==> config.mk <==
export PLATFORM = sky130hd
export DESIGN_NAME = phase_sequencer
export DESIGN_NICKNAME = d
export VERILOG_FILES = /design/src/rtl/phase_sequencer.sv
export SDC_FILE = /design/constraint.sdc
export NUM_CORES = 1
export LEC_CHECK = 0
export ABC_AREA = 1
export CAP_MARGIN = 10
export CORE_ASPECT_RATIO = 0.8
export CORE_UTILIZATION = 34
export CTS_CLUSTER_DIAMETER = 30
export DETAILED_ROUTE_END_ITERATION = 16
export MAX_ROUTING_LAYER = met4
export PLACE_DENSITY = 0.66
export SLEW_MARGIN = 20
export SYNTH_ARGS = -nofsm -noshare
export SYNTH_HDL_FRONTEND = slang
export SYNTH_SLANG_ARGS = --single-unit
export TNS_END_PERCENT = 1
==> constraint.sdc <==
create_clock -name CLKb -period 1.6 [get_ports CLKb]
set_input_delay 0.16 -clock CLKb [delete_from_list [all_inputs] [get_ports CLKb]]
set_output_delay 0.16 -clock CLKb [all_outputs]
set_load 0.01 [all_outputs]
==> src/rtl/phase_sequencer.sv <==
// rtl/phase_sequencer.sv - one-hot multi-phase enable sequencer for the accumulator datapath
module phase_sequencer #(
    parameter int NUM_PHASES = 2,
    parameter int LOOP_WIDTH = 8
) (
    input  logic                  CLKb,
    input  logic                  RST,
    input  logic                  start,
    input  logic                  abort,
    input  logic [LOOP_WIDTH-1:0] loop_count,
    input  logic                  step_mode,
    input  logic                  step,
    output logic [NUM_PHASES-1:0] phase_en,
    output logic                  enA,
    output logic                  enALU,
    output logic                  enC,
    output logic [2:0]            phase,
    output logic [LOOP_WIDTH-1:0] iter_count,
    output logic                  busy,
    output logic                  done
);

    typedef enum logic [1:0] {
        S_IDLE,
        S_RUN,
        S_HOLD,
        S_DONE
    } state_t;

    localparam logic [2:0] LAST_PHASE = 3'(NUM_PHASES - 1);

    state_t                state_q, state_d;
    logic [2:0]            phase_q, phase_d;
    logic [LOOP_WIDTH-1:0] iter_q, iter_d;
    logic [LOOP_WIDTH-1:0] lc_q, lc_d;
    logic [LOOP_WIDTH-1:0] iter_inc;
    logic                  pass_end;

    // All state moves on the falling edge; reset clears everything at once.
    always_ff @(negedge CLKb or posedge RST) begin
        if (RST) begin
            state_q <= S_IDLE;
            phase_q <= '0;
            iter_q  <= '0;
            lc_q    <= '0;
        end else begin
            state_q <= state_d;
            phase_q <= phase_d;
            iter_q  <= iter_d;
            lc_q    <= lc_d;
        end
    end

    always_comb begin
        state_d  = state_q;
        phase_d  = phase_q;
        iter_d   = iter_q;
        lc_d     = lc_q;
        pass_end = (phase_q == LAST_PHASE);
        iter_inc = iter_q + LOOP_WIDTH'(1);

        if (abort) begin
            // iter_count is kept so software can see how far an aborted run got.
            state_d = S_IDLE;
            phase_d = '0;
        end else begin
            case (state_q)
                S_IDLE: begin
                    if (start) begin
                        lc_d    = loop_count;
                        phase_d = '0;
                        iter_d  = '0;
                        state_d = S_RUN;
                    end
                end
                S_RUN: begin
                    if (pass_end) begin
                        phase_d = '0;
                        iter_d  = iter_inc;
                    end else begin
                        phase_d = phase_q + 3'd1;
                    end
                    if (pass_end && (lc_q != '0) && (iter_inc == lc_q)) begin
                        state_d = S_DONE;
                    end else if (step_mode) begin
                        state_d = S_HOLD;
                    end else begin
                        state_d = S_RUN;
                    end
                end
                S_HOLD: begin
                    if (step || !step_mode) begin
                        state_d = S_RUN;
                    end
                end
                S_DONE: begin
                    state_d = S_IDLE;
                end
                default: begin
                    state_d = S_IDLE;
                end
            endcase
        end
    end

    always_comb begin
        phase_en = '0;
        if (state_q == S_RUN) begin
            for (int i = 0; i < NUM_PHASES; i++) begin
                phase_en[i] = (phase_q == 3'(i));
            end
        end
    end

    assign enA        = phase_en[0];
    assign enALU      = phase_en[0];
    assign enC        = phase_en[NUM_PHASES-1];
    assign phase      = phase_q;
    assign iter_count = iter_q;
    assign busy       = (state_q == S_RUN) || (state_q == S_HOLD);
    assign done       = (state_q == S_DONE);

endmodule
==> impl_summary.md <==
Power and ir drop
Sequential cells account for 36.8% of the total power. VDD sags by at most 0.000613 V. The net switching fraction of the power is 35.8%. Internal power comes to 1.18 mW. Summed over all nets, the switching power comes to 0.660 mW. The combinational power share is 44.6%. Dividing total power by cell area gives a power density of 859 nW/um^2. The analysis attributes to cell leakage a power of 1.07 nW. In this run, the clock network consumes 18.6% of the power. Power comes to 1.84 mW.

Critical path
The signal arrival time at the worst endpoint is 2.15 ns. At the worst endpoint, the required time is 1.44 ns. The signal on the critical path passes through buf_4, ha_4, inv_4, nor4_4, buf_2. The critical path class is reg2out.

The endpoint kind of the worst setup timing path is an output port. The startpoint kind of the worst setup timing path is a register. The library cell contributing the largest single delay on the critical path is dfrtn_1. The setup check on the worst reg-to-reg path leaves a slack of -0.09 ns. For this run, the slowest stage of the critical path takes 0.43 ns.

The critical-path maximum fanout is 3.

Die
For this design the top-level I/O count stands at 32. The core box area is 3850 sq um. The die height is 59.1 microns. The die is 73.4 microns wide.

The placement row count is 20. The floorplan step defined a die boundary enclosing 4340 sq um. For this configuration, the core starts out at a cell density of 36.0%.

Global routing
In the global route stage, overall resource usage came out at 18.9%. The first-pass GRT wire length is 6.09 mm. The global-route congestion overflow total is 0. The via count of the first global-routing pass is 1339. The maximum number of pins on one net before global-route repair is 22. The initial antenna violation count is 0.

Status
The checks that failed: negative setup slack. The run finished, with violations left.

Route
In this run the remaining antenna-violating nets after routing total 0. The ratio of routed vias to standard cells is 4.52. The total wire length after detailed routing is 3.51 mm.

The detailed router placed 1437 vias in this run. The detailed router finished its first iteration with 97 violations. The detailed-route DRC error count is 0. The first TritonRoute pass finished after 4 iterations. Dividing the detail-routed wire length by the instance count gives 11.1 microns.

CTS
In this run the number of H-tree levels came out at 1. The clock root buffer is clkbuf_8. For the worst-skew pair, the clock arrives at the later sink with an insertion delay of 0.27 ns.

The sink count of the clock tree is 21. The number of buffers on the longest clock path is 2. The number of clock buffers added by TritonCTS is 3. The TritonCTS clock tree is done. Clock-pin slew was measured on the worst setup and hold paths at 0.05 ns. After clock tree synthesis, the flow added hold-fix buffers numbering 0.

Cells and area
Compared with the post-synthesis result, the final layout area differs by 54.9%. The number of antenna diodes is 0. Leaving out fill and tap cells, the most frequent cells in the layout are 49 x nand2_1, 34 x buf_4, 25 x inv_1. The fraction of layout instances using a drive strength above 1 is 37.3%.

The net total in the final layout is 283. At the end of the flow the core is filled with cells to 55.7%. The library cell used most frequently in the layout, excluding fill and tap cells, is nand2_1. The fill cell total of the finished layout is 386.

STA
The worst hold margin is 0.517 ns. The final hold violation count is 0. The setup slack of the critical path after layout is -0.706 ns. The post-route clock skew is 0.000955 ns. Setup violations remaining at the end of the flow were counted as 31.

The number of pins with negative max-slew slack in the final report came to 0. The worst pin sits at a relative slew slack of 85.0%. Setup repair after global routing could not meet its margin everywhere. At the pin with the least slew margin, the transition time is 0.223 ns.

Logic synthesis
The netlist uses 29 different library cells. After synthesis the netlist holds a flip-flop and latch count of 21. The number of instances in the synthesized netlist is 193. Yosys attributes the largest share of cell area to dfrtn_1 38%, nand2_1 14%, inv_1 7.6%. Yosys printed 0 warnings.

The number of nets produced by synthesis is 212. In this run the biggest area consumer among cell types represents 37.9% of the synthesized area. The post-synthesis average cell area is 7.18 sq um. After synthesis the cells add up to 1390 sq um.

For this run, the register share of the synthesized area comes to 37.9%. The cell type with the highest aggregate area in the netlist is dfrtn_1.

Placed design
The count of input and output buffers is 31. The routability congestion estimate is 0.827. Once detailed placement completed, the half-perimeter wirelength came to 2.67 mm.

Before CTS, the worst setup slack after placement is -0.836 ns.

Worst hold path
The min-delay analysis places its worst path in the category reg2reg.

Run
The max capacitance violation total is 0.
[kinds of logic (layout without fill, tap and decap cells)]
kind of cell | count (synthesis) | after routing | synth area share, %
muxes | 1 | 1 | 0.812
xor gates and xnor gates | 1 | 1 | 0.632
adders and majority gates | 5 | 5 | 4.51
and+or+nand+nor | 104 | 104 | 34.7
buffers and inverters | 37 | 107 | 11.0
DFF | 21 | 21 | 37.9
AOI/OAI and AO/OA | 24 | 24 | 10.5
[repair_timing]
item                       4_1_cts  5_1_grt
buffers inserted                 5        0
pin swaps                        4        0
setup endpoints to repair       39       39
resized for setup               96        5
[synth_stat cells, drive strengths merged]
| cell | instances |
|---|---|
| nor4 | 1 |
| nand2 | 53 |
| o21ai | 6 |
| nand3 | 22 |
| xnor2 | 1 |
| inv | 32 |
| o22ai | 5 |
| nor2 | 24 |
| a31oi | 1 |
| ha | 5 |
| clkbuf | 1 |
| nor3 | 2 |
| mux2 | 1 |
| a21oi | 8 |
| or2 | 2 |
| a211oi | 2 |
| a32o | 1 |
| dfrtn | 21 |
| buf | 4 |
| o2111ai | 1 |
[power groups by stage]
stage / registers [mW] / clock network, mW / logic, mW
3_3_place_gp: 0.686 / 0 / 0.749
4_1_cts: 0.675 / 0.359 / 0.775
2_1_floorplan: 0.715 / 0 / 0.388
5_1_grt: 0.692 / 0.384 / 0.904
6_report: 0.678 / 0.343 / 0.822
3_5_place_dp: 0.692 / 0 / 0.760
[sequential cells by signal, indices dropped and copies added, names as in the netlist]
| signal | cells |
|---|---|
| iter_count | 8 |
| lc_q | 8 |
| phase | 3 |
| state_q | 2 |
[critical path: cells and delay by family, from the launching register on]
family | cells | cell delay, ns
DFF | 1 | 0.43
buffers and inverters | 3 | 0.36
and+or+nand+nor | 1 | 0.15
adders and majority gates | 1 | 0.14
[layer usage]
layer  wire length [microns]  part of all wire [%]  up-vias  global-route usage [%]
met2                    1520                    43       31                    27.6
met1                    1780                    51      643                    26.9
met3                     199                   5.7        2                    4.93
li1                        -                     -      761                       -
met4                      10                  0.28        0                    3.02
met5                       0                     0        -                       -
[layout make-up]
class / count / area [sq um] / area share (%)
clock buffers: 3 / 41.3 / 1.92
repair buffers: 71 / 578 / 26.9
inverters: 32 / 123 / 5.71
multi-input cells: 135 / 806 / 37.5
clock inverters: 1 / 5.00 / 0.233
flip-flops and latches: 21 / 526 / 24.5
well taps: 55 / 68.8 / 3.21
[stage by stage]
step | cell area (sq um) | cells | TNS (ns)
3_3_place_gp | 2050 | 309 | -21.43
5_1_grt | 2150 | 318 | -9.59
6_report | 2150 | 318 | -7.67
3_5_place_dp | 2050 | 309 | -21.96
4_1_cts | 2110 | 318 | -7.52
2_1_floorplan | 1420 | 193 | -4.73
[path summary, 6_finish.rpt]
kind                       startpoint             to  depth (start not counted)
setup / recovery           state_q[0]    phase_en[0]                          5
hold / removal                lc_q[7]        lc_q[7]                          2
setup reg to reg           state_q[0]  iter_count[1]                         10
hold reg to reg               lc_q[7]        lc_q[7]                          2
max in group asynchronous         RST  iter_count[6]                          3
min in group asynchronous         RST        lc_q[0]                          3
Note: power is estimated with default switching activity, not from simulation.
